[config.mk]
export PLATFORM = sky130hd
export DESIGN_NAME = spi_flash_master_flat
export DESIGN_NICKNAME = d
export VERILOG_FILES = /design/src/rtl/spi_flash_pkg.sv /design/src/rtl/spi_flash_master_if.sv /design/src/rtl/spi_flash_bit_timer.sv /design/src/rtl/spi_flash_master.sv /design/src/flat_wrapper.sv
export SDC_FILE = /design/constraint.sdc
export NUM_CORES = 1
export LEC_CHECK = 0
export CAP_MARGIN = 20
export CORE_MARGIN = 2
export CORE_UTILIZATION = 50
export CTS_CLUSTER_DIAMETER = 60
export CTS_CLUSTER_SIZE = 20
export DETAILED_ROUTE_END_ITERATION = 16
export PLACE_DENSITY = 0.76
export SYNTH_ARGS = -nofsm -noshare
export SYNTH_HDL_FRONTEND = slang
export SYNTH_HIERARCHICAL = 1
export SYNTH_SLANG_ARGS = --single-unit
export TNS_END_PERCENT = 10
[constraint.sdc]
create_clock -name c -period 4.9 [get_ports c]
set_input_delay 0.98 -clock c [delete_from_list [all_inputs] [get_ports c]]
set_output_delay 0.98 -clock c [all_outputs]
set_load 0.1 [all_outputs]
[src/rtl/spi_flash_pkg.sv]
// Purpose : shared types and helpers for the SPI flash master (state encoding, SPI mode constants, counter sizing).
// Latency : n/a (package only).
// Backpressure: n/a (package only).
package spi_flash_pkg;

  typedef enum logic [1:0] {
    IDLE  = 2'd0,
    SETUP = 2'd1,
    SHIFT = 2'd2,
    HOLD  = 2'd3
  } state_t;

  localparam int SPI_MODE0 = 0;
  localparam int SPI_MODE3 = 1;

  // Bits needed to count 0..value-1; never returns less than 1 so a
  // degenerate counter (value==1) still has a legal vector width.
  function automatic int clog2(input int value);
    int r;
    r = 1;
    for (int i = 1; i < 31; i++) begin
      if ((1 << i) < value) r = i + 1;
    end
    return r;
  endfunction

endpackage

[src/rtl/spi_flash_master_if.sv]
// Purpose : word-level command/response channel between a register or FIFO front end and the SPI flash engine.
// Latency : n/a (wiring only).
// Backpressure: din is held by the front end until din_ready; dout_valid is a single-cycle pulse with no stall.
// Signals : din[WIDTH]=cs_hold, din[WIDTH-1:0]=word MSB first; din_valid/din_ready handshake;
//           dout/dout_valid received word; busy while a word is in flight.
interface spi_flash_master_if #(
  parameter int WIDTH = 8
);
  logic [WIDTH:0]   din;
  logic             din_valid;
  logic             din_ready;
  logic [WIDTH-1:0] dout;
  logic             dout_valid;
  logic             busy;

  // Front end side.
  modport master (
    output din, din_valid,
    input  din_ready, dout, dout_valid, busy
  );

  // Engine side.
  modport slave (
    input  din, din_valid,
    output din_ready, dout, dout_valid, busy
  );
endinterface

[src/rtl/spi_flash_bit_timer.sv]
// Purpose : SCK phase timer: DIV-cycle phase counter, phase A/B toggle and bit counter for one SPI word.
// Latency : phase_end asserts on the DIV-th cycle of each phase; last_bit on the final cycle of the word.
// Backpressure: none; counters run while run=1 and reload to zero whenever run=0.
// Ports   : c, rst_n; run (engine in SHIFT); phase_b (0=phase A, 1=phase B);
//           phase_end (last cycle of current phase); last_bit (last cycle of phase B of the final bit).
module spi_flash_bit_timer
  import spi_flash_pkg::*;
#(
  parameter int WIDTH = 8,
  parameter int DIV   = 8
) (
  input  logic c,
  input  logic rst_n,
  input  logic run,
  output logic phase_b,
  output logic phase_end,
  output logic last_bit
);

  localparam int DW = clog2(DIV);
  localparam int BW = clog2(WIDTH);
  localparam logic [DW-1:0] DIV_LAST = DW'(DIV - 1);
  localparam logic [BW-1:0] BIT_LAST = BW'(WIDTH - 1);

  logic [DW-1:0] div_cnt;
  logic [BW-1:0] bit_cnt;

  assign phase_end = run && (div_cnt == DIV_LAST);
  assign last_bit  = phase_end && phase_b && (bit_cnt == BIT_LAST);

  // Counters only ever return to zero by explicit reload (end of phase,
  // end of word, or leaving SHIFT), never by arithmetic overflow.
  always_ff @(posedge c or negedge rst_n) begin
    if (!rst_n) begin
      div_cnt <= '0;
      phase_b <= 1'b0;
      bit_cnt <= '0;
    end else if (!run) begin
      div_cnt <= '0;
      phase_b <= 1'b0;
      bit_cnt <= '0;
    end else if (phase_end) begin
      div_cnt <= '0;
      phase_b <= ~phase_b;
      if (phase_b) begin
        bit_cnt <= last_bit ? '0 : bit_cnt + 1'b1;
      end
    end else begin
      div_cnt <= div_cnt + 1'b1;
    end
  end

endmodule

[src/rtl/spi_flash_master.sv]
// Purpose : parametrised SPI master (mode 0/3) moving one WIDTH-bit word per command, with CS_N setup/hold spacing.
// Latency : accept at t0 -> dout_valid at t0+CSS+2*DIV*WIDTH+1; din_ready again at that cycle (cs_hold) or +CSH.
// Backpressure: din_ready low from accept until IDLE; din_valid while not ready is ignored and must be held.
// Ports   : c, rst_n; cmd (spi_flash_master_if.slave: din/din_valid/din_ready, dout/dout_valid, busy);
//           cs_n, sck, mosi to the flash; miso from the flash.
// Build   : define SPI_FLASH_STARTUPE2_EN to route SCK through the 7-series STARTUPE2 CCLK pin
//           (the sck port is then held at the idle level).
module spi_flash_master
  import spi_flash_pkg::*;
#(
  parameter int WIDTH = 8,
  parameter int DIV   = 8,
  parameter int CPOL  = 0,
  parameter int CSS   = 1,
  parameter int CSH   = 1
) (
  input  logic                c,
  input  logic                rst_n,
  spi_flash_master_if.slave   cmd,
  output logic                cs_n,
  output logic                sck,
  output logic                mosi,
  input  logic                miso
);

  localparam logic SCK_IDLE = (CPOL == SPI_MODE3);
  localparam int   CW       = clog2((CSS > CSH) ? CSS : CSH);
  localparam logic [CW-1:0] CSS_LOAD = CW'(CSS - 1);
  localparam logic [CW-1:0] CSH_LOAD = CW'(CSH - 1);

  state_t           state;
  logic [WIDTH-1:0] sr;
  logic [WIDTH-1:0] sr_next;
  logic             hold_flag;
  logic             misoq;
  logic             sck_int;
  logic [CW-1:0]    cnt;
  logic             phase_b;
  logic             phase_end;
  logic             last_bit;
  logic             run;

  assign run     = (state == SHIFT);
  // Transmit bits leave from the top while received bits enter at the
  // bottom, so after WIDTH shifts sr holds the received word.
  assign sr_next = {sr[WIDTH-2:0], misoq};

  spi_flash_bit_timer #(
    .WIDTH (WIDTH),
    .DIV   (DIV)
  ) u_timer (
    .c         (c),
    .rst_n     (rst_n),
    .run       (run),
    .phase_b   (phase_b),
    .phase_end (phase_end),
    .last_bit  (last_bit)
  );

  // One register stage on MISO; it is consumed DIV cycles after the SCK
  // rising edge, leaving slack for the pad/board round trip.
  always_ff @(posedge c or negedge rst_n) begin
    if (!rst_n) misoq <= 1'b0;
    else        misoq <= miso;
  end

  always_ff @(posedge c or negedge rst_n) begin
    if (!rst_n) begin
      state          <= IDLE;
      sr             <= '0;
      hold_flag      <= 1'b0;
      cnt            <= '0;
      cmd.din_ready  <= 1'b0;
      cmd.dout       <= '0;
      cmd.dout_valid <= 1'b0;
      cmd.busy       <= 1'b0;
      cs_n           <= 1'b1;
      sck_int        <= SCK_IDLE;
      mosi           <= 1'b0;
    end else begin
      cmd.dout_valid <= 1'b0;
      case (state)
        IDLE: begin
          if (cmd.din_valid && cmd.din_ready) begin
            sr            <= cmd.din[WIDTH-1:0];
            hold_flag     <= cmd.din[WIDTH];
            cnt           <= CSS_LOAD;
            state         <= SETUP;
            cmd.din_ready <= 1'b0;
            cmd.busy      <= 1'b1;
            cs_n          <= 1'b0;
            sck_int       <= SCK_IDLE;
            mosi          <= cmd.din[WIDTH-1];
          end else begin
            cmd.din_ready <= 1'b1;
            // A chained word leaves CS_N asserted while waiting for the next.
            cs_n          <= ~hold_flag;
          end
        end

        // Taken even when CS_N is already low from a chained word, so the
        // first SCK edge is always CSS cycles after the accept.
        SETUP: begin
          if (cnt == '0) begin
            state   <= SHIFT;
            sck_int <= 1'b0;
          end else begin
            cnt <= cnt - 1'b1;
          end
        end

        SHIFT: begin
          if (phase_end) begin
            if (!phase_b) begin
              sck_int <= 1'b1;
            end else begin
              sr <= sr_next;
              if (last_bit) begin
                cmd.dout       <= sr_next;
                cmd.dout_valid <= 1'b1;
                sck_int        <= SCK_IDLE;
                mosi           <= 1'b0;
                if (hold_flag) begin
                  state         <= IDLE;
                  cmd.din_ready <= 1'b1;
                  cmd.busy      <= 1'b0;
                end else begin
                  state <= HOLD;
                  cnt   <= CSH_LOAD;
                end
              end else begin
                sck_int <= 1'b0;
                mosi    <= sr_next[WIDTH-1];
              end
            end
          end
        end

        HOLD: begin
          if (cnt == '0) begin
            state         <= IDLE;
            cs_n          <= 1'b1;
            cmd.din_ready <= 1'b1;
            cmd.busy      <= 1'b0;
          end else begin
            cnt <= cnt - 1'b1;
          end
        end

        default: state <= IDLE;
      endcase
    end
  end

`ifdef SPI_FLASH_STARTUPE2_EN
  // SCK leaves on the dedicated CCLK pin; the user port is parked idle.
  (* keep = "true" *)
  STARTUPE2 #(
    .PROG_USR      ("FALSE"),
    .SIM_CCLK_FREQ (0.0)
  ) u_startup (
    .CFGCLK    (),
    .CFGMCLK   (),
    .EOS       (),
    .PREQ      (),
    .CLK       (1'b0),
    .GSR       (1'b0),
    .GTS       (1'b0),
    .KEYCLEARB (1'b0),
    .PACK      (1'b0),
    .USRCCLKO  (sck_int),
    .USRCCLKTS (1'b0),
    .USRDONEO  (1'b0),
    .USRDONETS (1'b0)
  );
  assign sck = SCK_IDLE;
`else
  assign sck = sck_int;
`endif

endmodule

[src/flat_wrapper.sv]
// flat-port wrapper written by rule: the top's interface ports become plain ports
module spi_flash_master_flat import spi_flash_pkg::*;
#(
  parameter int WIDTH = 8,
  parameter int DIV   = 8,
  parameter int CPOL  = 0,
  parameter int CSS   = 1,
  parameter int CSH   = 1
)
  (c, rst_n, cs_n, sck, mosi, miso, cmd_din, cmd_din_valid, cmd_din_ready, cmd_dout, cmd_dout_valid, cmd_busy);
  spi_flash_master_if #(.WIDTH(WIDTH)) cmd_i ();
  input  logic c;
  input  logic rst_n;
  output logic cs_n;
  output logic sck;
  output logic mosi;
  input  logic miso;
  input wire logic [$bits(cmd_i.din)-1:0] cmd_din;
  input wire logic [$bits(cmd_i.din_valid)-1:0] cmd_din_valid;
  output wire logic [$bits(cmd_i.din_ready)-1:0] cmd_din_ready;
  output wire logic [$bits(cmd_i.dout)-1:0] cmd_dout;
  output wire logic [$bits(cmd_i.dout_valid)-1:0] cmd_dout_valid;
  output wire logic [$bits(cmd_i.busy)-1:0] cmd_busy;
  assign cmd_i.din = cmd_din;
  assign cmd_i.din_valid = cmd_din_valid;
  assign cmd_din_ready = cmd_i.din_ready;
  assign cmd_dout = cmd_i.dout;
  assign cmd_dout_valid = cmd_i.dout_valid;
  assign cmd_busy = cmd_i.busy;
  spi_flash_master #(.WIDTH(WIDTH), .DIV(DIV), .CPOL(CPOL), .CSS(CSS), .CSH(CSH)) u_core (.c(c), .rst_n(rst_n), .cmd(cmd_i), .cs_n(cs_n), .sck(sck), .mosi(mosi), .miso(miso));
endmodule
==> results of run 1 <==
## Yosys cell counts, types with 2 or more instances
master	instances
nor2b_1	2
nand2_1	2
nand3_1	2
nor2b_4	2
mux2_2	11
a31oi_1	2
nor2_1	14
inv_1	4
buf_6	4
a21oi_2	2
mux2i_1	7
dfrtp_1	31
nor3_1	2
and3_1	2
and2_1	3
a21boi_0	3
o21a_1	3
ha_1	11
a21oi_1	12
## layer usage
| metal | GRT usage | share of wire | vias up | wire length [um] |
|---|---|---|---|---|
| met1 | 0.2172 | 0.44 | 526 | 1220 |
| met3 | 0.04264 | 0.056 | 5 | 157 |
| met5 | 0 | 0 | - | 0 |
| li1 | - | - | 525 | - |
| met4 | 0.09317 | 0.016 | 0 | 45 |
| met2 | 0.2873 | 0.49 | 26 | 1364 |
## area by class of cell
cell class | instances | area [um^2]
fillers | 253 | 1112
flip-flops and latches | 32 | 802.0
multi-input cells | 92 | 735.7
repair buffers | 27 | 267.8
clock buffers | 7 | 65.06
well taps | 44 | 55.05
inverters | 4 | 15.01
## metrics by stage
step	power, mW	worst slack [ns]	hold slack [ns]	utilization	instances
after global routing	0.4798	1.872	0.4849	0.6357	206
after CTS	0.4673	1.901	0.4520	0.6357	206
after floorplan	0.2836	2.776	0.4135	-	132
final	0.4605	1.925	0.4462	0.6357	206
after global placement	0.3010	2.196	0.4257	0.6143	199
after detailed placement	0.3016	2.078	0.4389	0.6143	199
## final timing paths
check / depth (start not counted) / endpoint / slack, ns / start
worst max register to register: 6 / u_core/cmd.dout[5] / 2.08 / u_core/state[0]
worst min register to register: 1 / u_core/u_timer/div_cnt[0] / 0.45 / u_core/u_timer/div_cnt[0]
min in group asynchronous: 2 / u_core/u_timer/div_cnt[0] / 1.04 / rst_n
worst max-delay path: 1 / cs_n / 1.93 / u_core/cs_n
max in group asynchronous: 2 / u_core/cs_n / 3.54 / rst_n
worst min-delay path: 1 / u_core/u_timer/div_cnt[0] / 0.45 / u_core/u_timer/div_cnt[0]
## cells in the final DEF, fill, tap and decap left out, types with 2 or more instances in the layout
master            n
nor2_1           14
and3_1            2
nor2b_1           2
mux2_2           11
dfrtp_1          31
nor3_1            2
nor2b_4           2
nand2_1           2
a21oi_2           2
mux2i_1           7
inv_1             4
nand3_1           2
clkdlybuf4s50_1  26
a31oi_1           2
and2_1            3
clkbuf_4          5
clkbuf_8          2
o21a_1            3
a21boi_0          3
a21oi_1          12
ha_1             11
## flip-flops by register name (all words and copies together), names as in the netlist, 2 cells and up
register	flops
u_core/cmd.dout	8
u_core/sr	7
u_core/state	2
u_core/u_timer/bit_cnt	3
u_core/u_timer/div_cnt	3
## power breakdown
part / internal [mW] / switching, mW
clock: 0.0813 / 0.0834
combinational: 0.0129 / 0.0127
sequential: 0.268 / 0.00262
total: 0.362 / 0.0987
## logic make-up after synthesis
family	share of synthesized area
muxes	0.1214
buffers and inverters	0.03758
xor gates and xnor gates	0.005483
and+or+nand+nor	0.1582
DFF	0.5020
AOI/OAI and AO/OA	0.08927
adders and majority gates	0.08614
## worst register-to-register path: stages (launching register included)
cell and delay [ns]:
dfrtp_1 0.45, inv_1 0.16, ha_1 0.67, and2_1 0.32, and3_1 0.25, nand4_1 0.42, mux2_2 0.43
==> impl_metrics.tcl, run 1 <==
set metrics [dict create \
    async_reset_ff_frac 1.000 \
    grt_start_max_net_pins 33 \
    numPortBuffers 26 \
    synthFlopType "dfrtp_1" \
    gp_congestion 0.8023 \
    worst_pin_slew_ns 0.9706 \
    syn_to_final_growth_pct 21.46 \
    synthCells 132 \
    ys_top_cells_by_area "dfrtp_1, ha_1, mux2_2" \
    ys_warn_count 6 \
    cpPeakStageDelay_ns 1.13 \
    fp.dieArea_um2 3664 \
    cts_hold_buf 0 \
    path_cells "clkdlybuf4s50_1" \
    core-area_um2 3053 \
    syn_area_um2 1598 \
    fmax_mhz 336.2 \
    clk_pin_slew_worst_paths_ns 0.09 \
    crit_type "reg2out" \
    ios 27 \
    grt_usage 0.1759 \
    dr.pass1.iters 4 \
    vdd_drop_max_mv 0.1589 \
    power_density_nw_per_um2 237.3 \
    grt_pass1_vias 1075 \
    cts_buffer_depth 2 \
    setup-violations-final 0 \
    arrival_ns 1.99 \
    min_period_over_period 0.6071 \
    drtAntennaViolNets 0 \
    grt_pass1_wl_mm 4.671 \
    post-route-min-period_ns 2.975 \
    antenna_found_initial 0 \
    cts_setup_buffers 0 \
    dieWidth_um 60.53 \
    cts_tree "built" \
    slew_headroom 0.3509 \
    hold_class "reg2reg" \
    clk_latency_ns 0.33 \
    start_util 0.5234 \
    critPathLaunchType "flip-flop" \
    cts_buffers 5 \
    rsz0062_at_grt "false" \
    yosysTopAreaCellShare 0.4855 \
    diodes 0 \
    viasPerCell 5.252 \
    rows 20 \
    fin_area_um2 1941 \
    clockRootBuffer "clkbuf_4" \
    num_vias 1082 \
    slew_viol_final 0 \
    max-cap-violations 0 \
    ys_types 32 \
    status "completed" \
    syn_area_per_cell_um2 12.10 \
    synth_edf_count 0 \
    dpl.hpwl_mm 2.014 \
    end_kind "primary output" \
    synth_fp_nets 156 \
    p_leak_nw 0.9466 \
    path_max_fanout 2 \
    routedWlPerCell_um 13.53 \
    wirelength_mm 2.787 \
    drcViolationCount 0 \
    path_buf_inv 1 \
    fin_worst_skew_ns 0.003717 \
    post_dp_cell_area_um2 1876 \
    seq_area_frac_synth 0.5020 \
    yosysTopAreaCell "dfrtp_1" \
    cts_resized 0 \
    fin_setup_tns_ns 0 \
    cp_top_family "buffers and inverters" \
    overflow 0 \
    cts.sinks 32 \
    slowest_stage "clkdlybuf4s50_1" \
    hold_violations 0 \
    die_y_um 60.53 \
    cts_max_level 2 \
    nets 186 \
    critical_path_required_ns 3.92 \
    ys_seq_elements 32 \
    drive_gt1_frac 0.1605 \
    first_iter_violations 20 \
]
(Power assumes the default switching activity.)
==> run 2: changes to the inputs <==
- clock period: 4.9 -> 3.08 ns (I/O delays scaled with it)
==> impl_metrics.tcl, run 2 (synthesis results as in run 1) <==
set metrics [dict create \
    clkPwrFrac 0.317 \
    setup-violations-final 0 \
    min_path_cells 1 \
    path_buf_inv 1 \
    first_iter_violations 27 \
    vdd_drop_max_mv 0.2185 \
    num_vias 1063 \
    final_common_cell "dfrtp_1" \
    worst_pin_slew_ns 0.7924 \
    rr_startpoint "u_core/state[0]" \
    dr.pass1.iters 6 \
    post-route-min-period_ns 2.428 \
    fin_area_um2 1902 \
    min_to "u_core/u_timer/div_cnt[0]" \
    start_util 0.5234 \
    critPathLaunchType "flip-flop" \
    hold_class "reg2reg" \
    slowest_stage "dfrtp_1" \
    fin_setup_tns_ns 0 \
    num-fill-cells 263 \
    wirelength_mm 2.771 \
    cts_buffers 5 \
    clk_pin_slew_worst_paths_ns 0.09 \
    ios 27 \
    cts_resized 0 \
    arrival_ns 2.65 \
    p_sw_frac 0.2316 \
    antenna_found_initial 0 \
    cp_top_family "simple AND/OR/NAND/NOR gates" \
    cts_tree "built" \
    status "completed" \
    critical_path_required_ns 3.30 \
    overflow 0 \
    max-cap-violations 0 \
    clk_latency_ns 0.33 \
    grt_pass1_wl_mm 4.526 \
    syn_to_final_growth_pct 19.03 \
    hold_violations 0 \
    path_cells "inv_1, ha_1, and2_1, and3_1, nand4_1, mux2_2" \
    reg2reg_slack_ns 0.65 \
    routedWlPerCell_um 13.32 \
    rows 20 \
    slew_viol_final 0 \
    cpPeakStageDelay_ns 0.45 \
    power_density_nw_per_um2 362.6 \
    rsz0062_at_grt "false" \
    numPortBuffers 26 \
    post_dp_cell_area_um2 1856 \
    place_inst 201 \
    reg2regPathDepth 6 \
    fp.dieArea_um2 3664 \
    core-area_um2 3053 \
    cts.sinks 32 \
    slew_headroom 0.4677 \
    largest_reg_flops 8 \
    fin_worst_skew_ns 0.007207 \
    viasPerCell 5.111 \
    layout_common_cells "dfrtp_1, buf_4, nor2_1" \
    hp-start "u_core/u_timer/div_cnt[0]" \
    min_period_over_period 0.7882 \
    timing.rr.end "u_core/cmd.dout[7]" \
    path_max_fanout 9 \
    die_y_um 60.53 \
    p_int_mw 0.5299 \
    drcViolationCount 0 \
    gp_congestion 0.7723 \
    dpl.hpwl_mm 1.991 \
    final_cells 208 \
    nets 188 \
    drive_gt1_frac 0.2500 \
    seq_power_share 0.624 \
    cts_hold_buf 0 \
    cts_max_level 2 \
    combPwrFrac 0.059 \
    cts_buffer_depth 2 \
    diodes 0 \
    reg.largest.list "u_core/cmd.dout: 8 flops, u_core/sr: 7 flops" \
    drtAntennaViolNets 0 \
    cts_setup_buffers 0 \
    crit_type "reg2reg" \
    grt_pass1_vias 993 \
    p_leak_nw 0.9700 \
    clockRootBuffer "clkbuf_4" \
    end_kind "flip-flop" \
    whs_ns 0.4542 \
    p_sw_mw 0.1597 \
    dieWidth_um 60.53 \
    fmax_mhz 411.9 \
    finalPower_mw 0.6896 \
    grt_start_max_net_pins 33 \
    grt_usage 0.1720 \
    regMostFlops "u_core/cmd.dout" \
]
## run 2: how the worst max path moves through the flow
stage                    startpoint                 end  slack, ns  cells after the start
3_3_place_gp        u_core/state[0]  u_core/cmd.dout[0]       0.70                      6
4_1_cts             u_core/state[0]  u_core/cmd.dout[7]       0.64                      6
3_5_place_dp          cmd_din_valid        u_core/sr[2]       0.66                      5
5_1_grt             u_core/state[0]  u_core/cmd.dout[5]       0.44                      6
6_report            u_core/state[0]  u_core/cmd.dout[7]       0.65                      6
2_1_floorplan  u_core/cmd.din_ready         u_core/mosi       0.96                      5
## run 2: power by group through the flow
stage                     clock network (mW)  registers (mW)  logic (mW)
after floorplan                            0           0.442     0.00894
after global placement                     0           0.438      0.0408
after detailed placement                   0           0.439      0.0413
after CTS                              0.227           0.430      0.0416
after global routing                   0.245           0.431      0.0451
final                                  0.219           0.430      0.0407
## run 2: cell type report
cell class | count | area [um^2] | share of cell area
clock buffers | 6 | 41.29 | 0.02171
multi-input cells | 92 | 735.7 | 0.3868
clock inverters | 1 | 5.005 | 0.002632
repair buffers | 29 | 247.7 | 0.1303
well taps | 44 | 55.05 | 0.02895
inverters | 4 | 15.01 | 0.007895
flip-flops and latches | 32 | 802.0 | 0.4217
## run 2: worst register-to-register path, delay by kind of cell, from the launching register on
family,cells,cell delay [ns]
adder cells (fa/ha/maj),1,0.33
AND/OR/NAND/NOR,3,0.94
multiplexers,1,0.43
buffers and inverters,1,0.16
flip-flops,1,0.45
## run 2: per-layer routing
metal | vias to the layer above | share of wire | global-route usage
met5 | - | 0 | 0
li1 | 531 | - | -
met4 | 0 | 0.017 | 0.07453
met2 | 24 | 0.47 | 0.2640
met3 | 7 | 0.051 | 0.06397
met1 | 501 | 0.46 | 0.2201
## run 2: per-stage QoR
stage	worst slack [ns]	util
after floorplan	0.9558	-
after global placement	0.7048	0.6078
after detailed placement	0.6587	0.6078
after CTS	0.6354	0.6230
after global routing	0.4383	0.6230
final	0.6525	0.6230
